==> config.mk <==
export PLATFORM = sky130hd
export DESIGN_NAME = microwire_eeprom_emu
export DESIGN_NICKNAME = d
export VERILOG_FILES = /design/src/rtl/microwire_pkg.sv /design/src/rtl/microwire_sync_edge.sv /design/src/rtl/microwire_eeprom_emu.sv
export SDC_FILE = /design/constraint.sdc
export NUM_CORES = 1
export LEC_CHECK = 0
export ABC_AREA = 1
export CAP_MARGIN = 25
export CORE_ASPECT_RATIO = 0.5
export CORE_UTILIZATION = 50
export CTS_CLUSTER_SIZE = 24
export DETAILED_ROUTE_END_ITERATION = 16
export DONT_BUFFER_PORTS = 1
export PLACE_DENSITY_LB_ADDON = 0.08
export SYNTH_ARGS = -nofsm -noshare
export SYNTH_HDL_FRONTEND = slang
export SYNTH_SLANG_ARGS = --single-unit
==> constraint.sdc <==
create_clock -name SYSCLK_IN -period 3.3 [get_ports SYSCLK_IN]
set_input_delay 0.495 -clock SYSCLK_IN [delete_from_list [all_inputs] [get_ports SYSCLK_IN]]
set_output_delay 0.495 -clock SYSCLK_IN [all_outputs]
set_load 0.01 [all_outputs]
==> src/rtl/microwire_pkg.sv <==
// Shared constants and encodings for the Microwire EEPROM emulator.
// Opcodes, extended sub-codes, FSM states and latched commands.
package microwire_pkg;

  localparam logic [1:0] OP_READ  = 2'b10;
  localparam logic [1:0] OP_WRITE = 2'b01;
  localparam logic [1:0] OP_ERASE = 2'b11;
  localparam logic [1:0] OP_EXT   = 2'b00;

  localparam logic [1:0] EXT_EWDS = 2'b00;
  localparam logic [1:0] EXT_WRAL = 2'b01;
  localparam logic [1:0] EXT_ERAL = 2'b10;
  localparam logic [1:0] EXT_EWEN = 2'b11;

  typedef enum logic [2:0] {
    ST_IDLE,
    ST_OPC,
    ST_ADDR,
    ST_RD,
    ST_WRD,
    ST_WAIT_CS,
    ST_PROG
  } state_t;

  typedef enum logic [2:0] {
    CMD_NONE,
    CMD_WRITE,
    CMD_ERASE,
    CMD_WRAL,
    CMD_ERAL,
    CMD_EWEN,
    CMD_EWDS
  } cmd_t;

endpackage

==> src/rtl/microwire_sync_edge.sv <==
// Two-flop synchroniser for an asynchronous pin with
// rise/fall pulses derived from the synchronised copy.
module microwire_sync_edge #(
  parameter logic RST_VAL = 1'b0
) (
  input  logic clk,
  input  logic rst,
  input  logic din,
  output logic sync,
  output logic rise,
  output logic fall
);

  logic [2:0] sh_q;
  logic [2:0] sh_d;

  // two sync stages plus one history stage for edges
  always_comb begin
    sh_d = {sh_q[1:0], din};
  end

  // shift register state
  always_ff @(posedge clk or posedge rst) begin
    if (rst) sh_q <= {3{RST_VAL}};
    else     sh_q <= sh_d;
  end

  assign sync = sh_q[1];
  assign rise = sh_q[1] & ~sh_q[2];
  assign fall = ~sh_q[1] & sh_q[2];

endmodule

==> src/rtl/microwire_eeprom_emu.sv <==
// 93Cxx-style Microwire slave emulator in front of a
// single-port synchronous buffer RAM.
module microwire_eeprom_emu
  import microwire_pkg::*;
#(
  parameter int   ADDR_W      = 7,
  parameter int   DATA_W      = 8,
  parameter int   PROG_CYCLES = 16,
  parameter logic WEN_RESET   = 1'b1
) (
  input  logic              SYSCLK_IN,
  input  logic              RESET_IN,
  input  logic              CS_IN,
  input  logic              SK_IN,
  input  logic              DI_IN,
  output logic              DO_OUT,
  output logic              MEM_WE_OUT,
  output logic [ADDR_W-1:0] MEM_ADDR_OUT,
  output logic [DATA_W-1:0] MEM_DIN_OUT,
  input  logic [DATA_W-1:0] MEM_DOUT_IN,
  output logic              BUSY_OUT,
  output logic              WEN_OUT
);

  localparam int MW = (ADDR_W > DATA_W) ? ADDR_W : DATA_W;
  localparam int CW = $clog2(MW + 1);
  localparam int PW = $clog2(PROG_CYCLES + 1);

  logic cs_s, cs_rise, cs_fall;
  logic sk_s, sk_rise, sk_fall;
  logic di_s, di_rise, di_fall;
  logic unused_edges;

  microwire_sync_edge u_cs (
    .clk(SYSCLK_IN), .rst(RESET_IN), .din(CS_IN),
    .sync(cs_s), .rise(cs_rise), .fall(cs_fall)
  );
  microwire_sync_edge u_sk (
    .clk(SYSCLK_IN), .rst(RESET_IN), .din(SK_IN),
    .sync(sk_s), .rise(sk_rise), .fall(sk_fall)
  );
  microwire_sync_edge u_di (
    .clk(SYSCLK_IN), .rst(RESET_IN), .din(DI_IN),
    .sync(di_s), .rise(di_rise), .fall(di_fall)
  );

  assign unused_edges = ^{cs_rise, cs_fall, sk_s, di_rise, di_fall};

  state_t            state_q, state_d;
  cmd_t              cmd_q, cmd_d;
  logic [CW-1:0]     bcnt_q, bcnt_d;
  logic [1:0]        opc_q, opc_d;
  logic [ADDR_W-1:0] addr_q, addr_d;
  logic [DATA_W-1:0] wsh_q, wsh_d;
  logic [DATA_W:0]   rsh_q, rsh_d;
  logic [DATA_W-1:0] nxt_q, nxt_d;
  logic [1:0]        pend_q, pend_d;
  logic              pfirst_q, pfirst_d;
  logic              wen_q, wen_d;
  logic              busy_q, busy_d;
  logic [PW-1:0]     pcnt_q, pcnt_d;
  logic              we_q, we_d;
  logic [ADDR_W-1:0] maddr_q, maddr_d;
  logic [DATA_W-1:0] mdin_q, mdin_d;
  logic              do_q, do_d;
  logic              sweep_q, sweep_d;

  logic [ADDR_W-1:0] addr_shift;
  logic              cs_drop;

  assign addr_shift = {addr_q[ADDR_W-2:0], di_s};
  assign cs_drop    = !cs_s && (state_q inside
                      {ST_IDLE, ST_OPC, ST_ADDR, ST_RD, ST_WRD});

  // frame decode, read streaming, commit and programming sweep
  always_comb begin
    state_d  = state_q;
    cmd_d    = cmd_q;
    bcnt_d   = bcnt_q;
    opc_d    = opc_q;
    addr_d   = addr_q;
    wsh_d    = wsh_q;
    rsh_d    = rsh_q;
    nxt_d    = nxt_q;
    pend_d   = {pend_q[0], 1'b0};
    pfirst_d = pfirst_q;
    wen_d    = wen_q;
    busy_d   = busy_q;
    pcnt_d   = pcnt_q;
    we_d     = 1'b0;
    maddr_d  = maddr_q;
    mdin_d   = mdin_q;
    do_d     = 1'b1;
    sweep_d  = sweep_q;

    case (state_q)
      ST_IDLE: begin
        if (cs_s && sk_rise && di_s) begin
          state_d = ST_OPC;
          bcnt_d  = '0;
        end
      end
      ST_OPC: begin
        if (sk_rise) begin
          opc_d = {opc_q[0], di_s};
          if (bcnt_q == CW'(1)) begin
            state_d = ST_ADDR;
            bcnt_d  = '0;
          end else begin
            bcnt_d = bcnt_q + CW'(1);
          end
        end
      end
      ST_ADDR: begin
        if (sk_rise) begin
          addr_d = addr_shift;
          bcnt_d = bcnt_q + CW'(1);
          if (bcnt_q == CW'(ADDR_W - 1)) begin
            bcnt_d = '0;
            unique case (opc_q)
              OP_READ: begin
                state_d  = ST_RD;
                maddr_d  = addr_shift;
                pend_d   = 2'b01;
                pfirst_d = 1'b1;
              end
              OP_WRITE: begin
                state_d = ST_WRD;
                cmd_d   = CMD_WRITE;
              end
              OP_ERASE: begin
                state_d = ST_WAIT_CS;
                cmd_d   = CMD_ERASE;
              end
              OP_EXT: begin
                unique case (addr_shift[ADDR_W-1 -: 2])
                  EXT_EWEN: begin
                    state_d = ST_WAIT_CS;
                    cmd_d   = CMD_EWEN;
                  end
                  EXT_EWDS: begin
                    state_d = ST_WAIT_CS;
                    cmd_d   = CMD_EWDS;
                  end
                  EXT_WRAL: begin
                    state_d = ST_WRD;
                    cmd_d   = CMD_WRAL;
                  end
                  EXT_ERAL: begin
                    state_d = ST_WAIT_CS;
                    cmd_d   = CMD_ERAL;
                  end
                endcase
              end
            endcase
          end
        end
      end
      ST_RD: begin
        do_d = do_q;
        if (pend_q[1]) begin
          if (pfirst_q) begin
            rsh_d    = {1'b0, MEM_DOUT_IN};
            pfirst_d = 1'b0;
            maddr_d  = maddr_q + ADDR_W'(1);
            pend_d   = 2'b01;
          end else begin
            nxt_d = MEM_DOUT_IN;
          end
        end
        if (sk_fall) begin
          do_d = rsh_q[DATA_W];
          if (bcnt_q == CW'(DATA_W)) begin
            rsh_d   = {nxt_q, 1'b0};
            bcnt_d  = CW'(1);
            maddr_d = maddr_q + ADDR_W'(1);
            pend_d  = 2'b01;
          end else begin
            rsh_d  = {rsh_q[DATA_W-1:0], 1'b0};
            bcnt_d = bcnt_q + CW'(1);
          end
        end
      end
      ST_WRD: begin
        if (sk_rise) begin
          wsh_d  = {wsh_q[DATA_W-2:0], di_s};
          bcnt_d = bcnt_q + CW'(1);
          if (bcnt_q == CW'(DATA_W - 1)) begin
            state_d = ST_WAIT_CS;
          end
        end
      end
      ST_WAIT_CS: begin
        if (!cs_s) begin
          state_d = ST_IDLE;
          cmd_d   = CMD_NONE;
          bcnt_d  = '0;
          case (cmd_q)
            CMD_WRITE, CMD_ERASE: begin
              if (wen_q) begin
                state_d = ST_PROG;
                we_d    = 1'b1;
                maddr_d = addr_q;
                mdin_d  = (cmd_q == CMD_WRITE) ? wsh_q : '1;
                sweep_d = 1'b0;
              end
            end
            CMD_WRAL, CMD_ERAL: begin
              if (wen_q) begin
                state_d = ST_PROG;
                we_d    = 1'b1;
                busy_d  = 1'b1;
                maddr_d = '0;
                mdin_d  = (cmd_q == CMD_WRAL) ? wsh_q : '1;
                sweep_d = 1'b1;
              end
            end
            CMD_EWEN: wen_d = 1'b1;
            CMD_EWDS: wen_d = 1'b0;
            default: ;
          endcase
        end
      end
      ST_PROG: begin
        do_d = !cs_s;
        if (we_q && sweep_q && (maddr_q != '1)) begin
          we_d    = 1'b1;
          busy_d  = 1'b1;
          maddr_d = maddr_q + ADDR_W'(1);
        end else if (we_q) begin
          busy_d = 1'b1;
          pcnt_d = PW'(PROG_CYCLES - 1);
        end else if (pcnt_q != '0) begin
          busy_d = 1'b1;
          pcnt_d = pcnt_q - PW'(1);
        end else begin
          busy_d  = 1'b0;
          do_d    = 1'b1;
          sweep_d = 1'b0;
          state_d = cs_s ? ST_WAIT_CS : ST_IDLE;
        end
      end
      default: state_d = ST_IDLE;
    endcase

    if (cs_drop) begin
      state_d = ST_IDLE;
      cmd_d   = CMD_NONE;
      bcnt_d  = '0;
      pend_d  = '0;
      do_d    = 1'b1;
    end
  end

  // state and datapath registers
  always_ff @(posedge SYSCLK_IN or posedge RESET_IN) begin
    if (RESET_IN) begin
      state_q  <= ST_IDLE;
      cmd_q    <= CMD_NONE;
      bcnt_q   <= '0;
      opc_q    <= '0;
      addr_q   <= '0;
      wsh_q    <= '0;
      rsh_q    <= '0;
      nxt_q    <= '0;
      pend_q   <= '0;
      pfirst_q <= 1'b0;
      wen_q    <= WEN_RESET;
      busy_q   <= 1'b0;
      pcnt_q   <= '0;
      we_q     <= 1'b0;
      maddr_q  <= '0;
      mdin_q   <= '0;
      do_q     <= 1'b1;
      sweep_q  <= 1'b0;
    end else begin
      state_q  <= state_d;
      cmd_q    <= cmd_d;
      bcnt_q   <= bcnt_d;
      opc_q    <= opc_d;
      addr_q   <= addr_d;
      wsh_q    <= wsh_d;
      rsh_q    <= rsh_d;
      nxt_q    <= nxt_d;
      pend_q   <= pend_d;
      pfirst_q <= pfirst_d;
      wen_q    <= wen_d;
      busy_q   <= busy_d;
      pcnt_q   <= pcnt_d;
      we_q     <= we_d;
      maddr_q  <= maddr_d;
      mdin_q   <= mdin_d;
      do_q     <= do_d;
      sweep_q  <= sweep_d;
    end
  end

  assign DO_OUT       = do_q;
  assign MEM_WE_OUT   = we_q;
  assign MEM_ADDR_OUT = maddr_q;
  assign MEM_DIN_OUT  = mdin_q;
  assign BUSY_OUT     = busy_q;
  assign WEN_OUT      = wen_q;

endmodule
# ---- After elaboration in Yosys (flattened, before gate mapping)
# Index checks and enable logic that the tools add are counted.
dict set report word_totals {
  ramBits 0
  wordCells 224
  latchBits 0
  n_memories 0
  in_bits 13
  mem_bits_ro 0
  regBits 79
}
dict set report classes {
  order_cmp 0
  shift 0
  addsub 3
  n_bitwise 7
  eq_ne 53
  mul 0
  reduce_logical 40
  n_mux 100
  div 0
}
# op n
set op_table {}
lappend op_table {{2-to-1 mux 7 bit} 11}
lappend op_table {{2-to-1 mux 3 bit} 19}
lappend op_table {{2-to-1 mux 4 bit} 10}
lappend op_table {{2-to-1 mux 9 bit} 4}
lappend op_table {{2-to-1 mux 8 bit} 4}
lappend op_table {{inequality test 3 bit (second input constant)} 10}
lappend op_table {{one-hot mux 7 bit (4 select lines)} 1}
lappend op_table {{2-to-1 mux 1 bit} 24}
lappend op_table {{inequality test 2 bit (second input constant)} 12}
lappend op_table {{one-hot mux 3 bit (4 select lines)} 2}
lappend op_table {{one-hot mux 4 bit (6 select lines)} 1}
lappend op_table {{one-hot mux 3 bit (7 select lines)} 1}
lappend op_table {{equality test 3 bit (second input constant)} 6}
lappend op_table {{2-to-1 mux 2 bit} 8}
lappend op_table {{one-hot mux 8 bit (2 select lines)} 1}
lappend op_table {{inequality test 3 x 2 -> 1 bit (second input constant)} 5}
lappend op_table {{AND reduction 5 bit} 3}
lappend op_table {{one-hot mux 1 bit (2 select lines)} 7}
lappend op_table {{one-hot mux 7 bit (2 select lines)} 1}
lappend op_table {{nonzero test 2 bit} 7}
lappend op_table {{equality test 3 x 2 -> 1 bit (second input constant)} 4}
lappend op_table {{one-hot mux 3 bit (2 select lines)} 2}
lappend op_table {{AND reduction 12 bit} 1}
lappend op_table {{AND reduction 3 bit} 4}
lappend op_table {{33 further kinds} 55}

# ---- Longest topological paths before layout
# Gate-level depths: netlist (run 1).
dict set report depth {
  ltp_word 8
  mapped_depth 12
}

# ---- By module
# Synthesis (run 1) repeated with hierarchy kept, for this count alone.
dict set report unflattened {
  cells_unflattened 590
  hier_area_um2 4480.5
}
# module seq_area_each_um2 instances cells_each area_each_um2
set by_module_without_submodules {}
lappend by_module_without_submodules {microwire_eeprom_emu 1804.2 1 566 4199.0}
lappend by_module_without_submodules {microwire_sync_edge 75.1 3 8 93.8}

# ---- Worst setup path before layout (run 1)
# OpenSTA, ideal clock, no wires.
dict set report synth_path {
  kind {reg2reg}
  start {register maddr_q[0], in the netlist MEM_ADDR_OUT[0]}
  end {register pcnt_q[0]}
  required_time_ns 3.217
  path_buffers 0
  arrival_time_ns 1.519
  stages_incl_launch_ff 10
  setup_slack_ns 1.698
  setup_ns 0.083
  path_cell_list {dfrtp_1 ha_1 nand2_1 nor2_1 nand2_1 nand2_1 nand2_1 nor2_1 o21ai_0 o21ai_0}
}
dict set report synth_via {
  elab_chain_len 4
}
# element line_no
set synth_rtl {}
lappend synth_rtl {{start: declaration} microwire_eeprom_emu.sv:63} ;# logic [ADDR_W-1:0] maddr_q, maddr_d;
lappend synth_rtl {{start signal: assignment} microwire_eeprom_emu.sv:291} ;# maddr_q <= maddr_d;
lappend synth_rtl {{inequality test 7 bit} microwire_eeprom_emu.sv:226} ;# if (we_q && sweep_q && (maddr_q != '1)) begin
lappend synth_rtl {{logical AND 1 bit} microwire_eeprom_emu.sv:226}
lappend synth_rtl {{NOT 1 bit (no source line)} --}
lappend synth_rtl {{AND reduction 3 bit (no source line)} --}
lappend synth_rtl {{end signal: assignment} microwire_eeprom_emu.sv:289} ;# pcnt_q <= pcnt_d;
lappend synth_rtl {{end: declaration} microwire_eeprom_emu.sv:61} ;# logic [PW-1:0] pcnt_q, pcnt_d;
# Every way passes these cells.
# A chain may end at the register's enable or synchronous reset.

# ---- Worst setup path after layout (run 1)
dict set report layout_path {
  start {register bcnt_q[0]}
  end {register maddr_q[3], in the netlist MEM_ADDR_OUT[3]}
}
dict set report layout_via {
  elab_chain_len 4
}
# element line_no
set layout_rtl {}
lappend layout_rtl {{start: declaration} microwire_eeprom_emu.sv:51} ;# logic [CW-1:0] bcnt_q, bcnt_d;
lappend layout_rtl {{start signal: assignment} microwire_eeprom_emu.sv:279} ;# bcnt_q <= bcnt_d;
lappend layout_rtl {{equality test 4 bit} microwire_eeprom_emu.sv:173} ;# if (bcnt_q == CW'(DATA_W)) begin
lappend layout_rtl {{2-to-1 mux 7 bit} microwire_eeprom_emu.sv:173}
lappend layout_rtl {{2-to-1 mux 7 bit} microwire_eeprom_emu.sv:171} ;# if (sk_fall) begin
lappend layout_rtl {{one-hot mux 7 bit (4 select lines)} microwire_eeprom_emu.sv:96} ;# case (state_q)
# Several ways; a longest one is shown, not always the timed one.

==> metrics.cfg, run 1 <==
[status]
status = completed

[layout]
layout_common_cells = nand2_1 (178), dfrtp_1 (77), inv_1 (60)
synthToLayoutAreaGrowth_pct = 9.50
drive_gt1_share_pct = 7.55
final_common_cell = nand2_1
fin_nets = 617
final_cell_area_mm2 = 0.00482
antenna_cells = 0

[power_and_ir_drop]
power.density_mw_per_mm2 = 780
switchingPower_uw = 1470
share_comb_of_total_power_pct = 32.0
vdd_drop_max_v = 0.000385
p_leak_uw = 0.00246
pwr-share-seq_pct = 39.2
p_clk_share_pct = 28.9
swShare_pct = 39.1
p_int_uw = 2290

[sta]
setup-tns-final_ns = 0
maxSlewViolCount = 0
rsz0062_at_grt = no
fin_skew_ns = 0.00461
finalSetupViolCount = 0
hold_viol = 0
worst_pin_slew_ns = 0.638
period_share_pct = 66.8
period_minus_slack_ns = 2.20
relSlewSlack_pct = 57.3
max_freq_mhz = 454

[synthesis]
synth_nets = 615
yosysWarnings = 0
synth_top_family_by_area = simple AND/OR/NAND/NOR gates
synth-simple-area-share_pct = 29.9
synthTopCellsByArea = dfrtp_1 (44%), nand2_1 (15%), nand3_1 (6.1%)
synth_xor_area_share_pct = 1.19
ys_seq_elements = 79
synth_adder_area_share_pct = 3.41
synth_top_area_cell = dfrtp_1
seq_area_frac_synth_pct = 45.0
synthMuxAreaShare_pct = 2.30
synth_largest_type_area_fraction_pct = 43.8
synth_area_per_cell_um2 = 7.46
synth_compound_gate_area_share_pct = 11.0
ys_types = 32
synth_area_mm2 = 0.00440
syn_inst = 590

[setup_path]
critPathArrivalTime_ns = 2.49
startpoint_type = register
reg2reg_from = bcnt_q[0]$_DFFE_PP0P_
rrSetupSlack_ns = 1.10
crit_fanout = 17
end_kind = register
worstSetupPathType = reg2reg
critPathRequiredTime_ns = 3.58
r2r_end = MEM_ADDR_OUT[3]$_DFFE_PP0P_
rr_worst_depth = 10

[cts]
worstSkewPairLatency_ns = 0.34
clock-sinks = 79
clkTransAtPathRegs_ns = 0.06
ctsHoldBuffers = 0
cts_buffer_depth = 2
postCtsSetupBuffers = 0
cts_buffers = 9
cts_tree = built
ctsResizeCount = 0
root_buffer = clkbuf_16
cts_htree_levels = 3

[place]
placed_area_mm2 = 0.00450
place_hpwl_um = 7320
portBuffers = 0
gp_congestion = 0.938

[detailed_routing]
routed-via-count = 3754
drt_first_pass_iters = 5
drt_iter0_markers = 285
viasPerCell = 5.30
wl_um = 10200
route.detailed.drc = 0
wl_per_cell_um = 14.4
antenna_left = 0

[grt]
grt_antenna_before_repair = 0
grt_pass1_wl_um = 16800
grt_max_degree = 35
grt_overflow = 0
grt_pass1_vias = 3461
grt_usage_pct = 24.1

[die]
dieArea_mm2 = 0.00920
coreArea_mm2 = 0.00826
initial_core_util_pct = 53.3
pin_count = 32
die_h_um = 68.3
row_count = 23
die_width_um = 135

[hold_path]
min_path_type = in2async

[run]
maxCapViolCount = 0

[through the flow]
| stage | hold WS (ns) | utilization, % | setup WS [ns] | total power [µW] | std cells |
|---|---|---|---|---|---|
| after floorplan | 0.331 | - | 0.785 | 2390 | 590 |
| after global placement | 0.336 | 54.5 | 1.19 | 2660 | 693 |
| after detailed placement | 0.339 | 54.5 | 1.18 | 2680 | 693 |
| after CTS | 0.0807 | 58.3 | 1.12 | 3780 | 708 |
| after global routing | 0.107 | 58.3 | 0.854 | 4020 | 708 |
| final | 0.0719 | 58.3 | 1.10 | 3760 | 708 |
[metal layers]
metal  part of all wire, %  vias up  track usage (%)
li1                      -     1916                -
met1                    50     1706             33.3
met2                    41      115             35.8
met3                   7.5       17             7.93
met4                   1.5        0             7.02
met5                     0        -                0
[synthesized netlist by cell type (all sizes together)]
| master | instances |
|---|---|
| a21oi | 29 |
| a22oi | 6 |
| a31oi | 2 |
| and2 | 1 |
| buf | 9 |
| clkbuf | 3 |
| dfrtp | 77 |
| dfstp | 2 |
| ha | 12 |
| inv | 67 |
| mux2 | 9 |
| nand2 | 180 |
| nand3 | 55 |
| nand3b | 1 |
| nand4 | 10 |
| nor2 | 63 |
| nor3 | 4 |
| o2111ai | 1 |
| o211ai | 1 |
| o21ai | 50 |
| o22ai | 1 |
| o31ai | 1 |
| xor2 | 6 |
[power by group through the flow]
stage	Sequential, µW	Combinational (µW)	Clock [µW]
2_1_floorplan	1400	992	0
3_3_place_gp	1480	1180	0
3_5_place_dp	1480	1190	0
4_1_cts	1470	1200	1110
5_1_grt	1510	1380	1140
6_report	1470	1200	1080
[layout make-up]
cell class              instances  area [µm²]
repair buffers                  3        22.5
flip-flops and latches         79        1980
well taps                     112         140
clock buffers                   9         225
inverters                      67         253
fillers                       795        3440
multi-input cells             432        2100
clock inverters                 6        93.8
[worst max-delay path by stage]
stage	startpoint	endpoint	slack, ns	cells after the start
6_report	bcnt_q[0]$_DFFE_PP0P_	MEM_ADDR_OUT[3]$_DFFE_PP0P_	1.10	10
5_1_grt	bcnt_q[0]$_DFFE_PP0P_	MEM_ADDR_OUT[3]$_DFFE_PP0P_	0.85	10
4_1_cts	bcnt_q[0]$_DFFE_PP0P_	MEM_ADDR_OUT[3]$_DFFE_PP0P_	1.12	10
3_5_place_dp	bcnt_q[0]$_DFFE_PP0P_	MEM_ADDR_OUT[3]$_DFFE_PP0P_	1.18	10
3_3_place_gp	bcnt_q[0]$_DFFE_PP0P_	MEM_ADDR_OUT[6]$_DFFE_PP0P_	1.19	10
2_1_floorplan	RESET_IN	BUSY_OUT$_DFFE_PP0P_	0.78	1
[cell families after synthesis]
group	after synthesis
mux	9
compound gates	91
xor+xnor	6
simple gates	314
fa+ha+maj	12
buf+inv	79
flops	79
[flip-flops by register name, summed over array words and instances, names as in the netlist]
| register | cells |
|---|---|
| u_di.sh_q | 2 |
| cmd_q | 3 |
| addr_q | 7 |
| MEM_DIN_OUT | 8 |
| u_cs.sh_q | 2 |
| rsh_q | 9 |
| nxt_q | 8 |
| MEM_ADDR_OUT | 7 |
| wsh_q | 8 |
| BUSY_OUT | 1 |
| opc_q | 2 |
| pfirst_q | 1 |
| DO_OUT | 1 |
| pcnt_q | 5 |
| MEM_WE_OUT | 1 |
| WEN_OUT | 1 |
| u_sk.sh_q | 3 |
| state_q | 3 |
| sweep_q | 1 |
| bcnt_q | 4 |
| pend_q | 2 |
[worst max-delay path, cell delays in order (launching register included)]
cell	delay (ns)
dfrtp_1	0.45
inv_1	0.14
ha_1	0.19
nand3_1	0.47
nand2_1	0.23
nand3_1	0.20
nand2_1	0.19
nand2_1	0.07
nand3_1	0.09
nand2_1	0.06
nand2_1	0.06
Power figures use the tool's default switching activity.
==> inputs of run 2 (changes only) <==
- ABC_AREA: 1 -> 0
- clock period: 3.3 -> 1.8 ns (I/O delays scaled with it)
==> run 2 against run 1 <==
Compared with the run above: the run now ends with setup timing left; non-clock buffer count rose by 93; clock power rose by 120%; final area rose by 20%; critical endpoint is now state_q[0]$_DFFE_PP0P_; highest routed layer unchanged; sequential share of layout area fell by 6.6 points; die area fell by 2.7%; maximum frequency rose by 12%; critical path depth fell by 2.
==> metrics.cfg, run 2 <==
[setup_path]
end_kind = register
critPathArrivalTime_ns = 2.19  ; -0.30 ns
cp_cell_sequence = inv_2 > ha_4 > nor3b_4 > nor2b_4 > o32a_1 > o211ai_1 > buf_4 > mux2_4
worstSetupPathType = reg2reg
critPathRequiredTime_ns = 2.02  ; -1.56 ns
crit_fanout = 3  ; -14
max_stage_delay_ns = 0.40  ; -0.07 ns
startpoint_type = register
worst_path_max_delay_cell = dfrtp_1

[power_and_ir_drop]
vdd_drop_max_v = 0.000873  ; +130%
power.density_mw_per_mm2 = 1360  ; +75%
p_leak_uw = 0.00260  ; +5.6%

[sta]
setup-tns-final_ns = -0.844  ; -0.844 ns
finalSetupViolCount = 9  ; +9
max_freq_mhz = 507  ; +12%
maxSlewViolCount = 0  ; unchanged
relSlewSlack_pct = 52.9  ; -4.4 points
period_minus_slack_ns = 1.97  ; -0.230 ns
period_share_pct = 110  ; +43 points
hold_viol = 0  ; unchanged
rsz0062_at_grt = yes
postLayoutSetupSlackWorst_ns = -0.173  ; -1.27 ns
fin_skew_ns = 0.00955  ; +0.00494 ns
worst_pin_slew_ns = 0.705  ; +0.0669 ns

[cts]
clkTransAtPathRegs_ns = 0.06  ; about the same
cts_htree_levels = 3  ; unchanged
cts_buffer_depth = 2  ; unchanged
worstSkewPairLatency_ns = 0.34  ; about the same
cts_tree = built
cts_buffers = 9  ; unchanged
root_buffer = clkbuf_16
clock-sinks = 79  ; unchanged

[layout]
final_common_cell = buf_4
largest_reg_flops = 9  ; unchanged
final_cell_area_mm2 = 0.00576  ; +20%
fin_nets = 556  ; -9.9%
synthToLayoutAreaGrowth_pct = 34.6
drive_gt1_share_pct = 35.5  ; +28 points
antenna_cells = 0  ; unchanged
layout_common_cells = buf_4 (83), dfrtp_1 (74), nor2_1 (54)
top_register = rsh_q

[synthesis]
synth_nets = 469  ; -24%
synthTopCellsByArea = dfrtp_1 (45%), mux2_2 (7.6%), nor2_1 (4.9%)
async_flop_share_pct = 100  ; unchanged
syn_inst = 444  ; -25%
seq_area_frac_synth_pct = 46.3  ; +1.3 points
synth_area_mm2 = 0.00428  ; -2.8%
synth_common_cells = dfrtp_1 (77), nor2_1 (56), o21ai_0 (38), nand2_1 (37), mux2_2 (29)
synth-edff-count = 0  ; unchanged
synth.most_common_cell = dfrtp_1
synth_largest_type_area_fraction_pct = 45.1  ; +1.3 points
yosysWarnings = 0  ; unchanged
synth_top_area_cell = dfrtp_1
ys_seq_elements = 79  ; unchanged
ys_types = 64  ; +100%
synth_area_per_cell_um2 = 9.63  ; +29%
synth_ff_type = dfrtp_1

[place]
place_hpwl_um = 8010  ; +9.3%
gp_congestion = 0.907  ; -3.3%
placed_area_mm2 = 0.00499  ; +11%
portBuffers = 0  ; unchanged
pre_cts_slack_ns = -0.250  ; -1.43 ns

[die]
die_h_um = 67.4  ; -1.4%
dieArea_mm2 = 0.00895  ; -2.7%
initial_core_util_pct = 52.5  ; -0.75 points
row_count = 23  ; unchanged
coreArea_mm2 = 0.00814  ; -1.4%
pin_count = 32  ; unchanged
die_width_um = 133  ; -1.4%

[grt]
grt_overflow = 0  ; unchanged
grt_usage_pct = 27.2  ; +3.1 points
grt_pass1_wl_um = 18500  ; +11%
grt_max_degree = 28  ; -20%
grt_pass1_vias = 3704  ; +7.0%
grt_antenna_before_repair = 0  ; unchanged

[hold_path]
min_path_type = in2reg

[detailed_routing]
wl_per_cell_um = 17.7  ; +23%
antenna_left = 0  ; unchanged
drt_first_pass_iters = 5  ; unchanged
routed-via-count = 3792  ; +1.0%
route.detailed.drc = 0  ; unchanged
wl_um = 11400  ; +12%
drt_iter0_markers = 298  ; +4.6%
viasPerCell = 5.86  ; +11%

[status]
failed_checks = setup timing
status = finished with violations

[run]
maxCapViolCount = 0  ; unchanged

-- run 2: cell count changes in the layout (fill, tap and decap cells not counted), moves of 7 or more --
| cell | before | now |
|---|---|---|
| buf_4 | 3 | 83 |
| nand3_1 | 54 | 9 |
| nand2_1 | 178 | 36 |
| mux2_2 | 9 | 24 |
| inv_1 | 60 | 16 |
| o21ai_0 | 46 | 29 |
| o22ai_1 | 1 | 10 |
| nand2b_1 | 0 | 7 |
-- run 2: layout make-up --
type	instances	area, µm²
sequential	79	1980
fill	618	2390
inverter	19	75.1
timing repair buffer	96	795
clock inverter	6	158
tap	112	140
clock buffer	9	225
multi-input combinational	326	2380
-- run 2: repair_timing --
action	CTS	global route
hold endpoints to repair	24	0
buffers inserted	2	9
setup endpoints to repair	25	60
gates resized for setup	20	50
hold buffers	4	0
pin swaps	4	12
-- run 2: power by group --
part           internal (µW)  total, µW  switching [µW]
Clock                   1630       2350             719
Combinational           1440       3040            1600
Sequential              2110       2460             343
-- run 2: worst paths after layout --
path / from / end / slack [ns] / cells after the start
setup / recovery: bcnt_q[1]$_DFFE_PP0P_ / state_q[0]$_DFFE_PP0P_ / -0.17 / 8
hold / removal: MEM_DOUT_IN[5] / nxt_q[5]$_DFFE_PP0P_ / 0.08 / 1
setup reg to reg: bcnt_q[1]$_DFFE_PP0P_ / state_q[0]$_DFFE_PP0P_ / -0.17 / 8
hold reg to reg: u_di.sh_q[0]$_DFF_PP0_ / u_di.sh_q[1]$_DFF_PP0_ / 0.35 / 0
max in group asynchronous: RESET_IN / state_q[1]$_DFFE_PP0P_ / 0.71 / 3
min in group asynchronous: RESET_IN / u_sk.sh_q[2]$_DFF_PP0_ / 0.51 / 2
-- run 2: layer usage --
| metal | GRT usage [%] | up-vias | share of wire, % |
|---|---|---|---|
| li1 | - | 1785 | - |
| met1 | 35.6 | 1868 | 46 |
| met2 | 45.5 | 123 | 47 |
| met3 | 7.28 | 16 | 6.0 |
| met4 | 6.75 | 0 | 1.1 |
| met5 | 0 | - | 0 |
-- run 2: cells by family (layout without fill, tap and decap cells) --
group	after synthesis	count (layout)	share of synthesized area, %
multiplexers	31	31	8.10
AO/OA/AOI/OAI	127	127	20.3
buffers and inverters	39	130	3.98
XOR/XNOR	4	4	0.819
adder cells (fa/ha/maj)	12	12	3.51
AND/OR/NAND/NOR	152	152	17.0
flip-flops	79	79	46.3
-- run 2: metrics by stage --
stage	std cells	utilization (%)	hold slack, ns	power [µW]
after floorplan	444	-	0.301	4020
after global placement	617	61.3	0.264	4990
after detailed placement	617	61.3	0.285	5070
after CTS	638	67.5	0.0797	7580
after global routing	647	70.7	0.0746	8280
final	647	70.7	0.0833	7840
-- run 2: critical path: cells and delay by family, from the launching register on --
family                     cells  cell delay [ns]
muxes                          1             0.30
AOI/OAI and AO/OA              2             0.46
buffers and inverters          2             0.26
adders and majority gates      1             0.16
DFF                            1             0.40
and+or+nand+nor                2             0.27
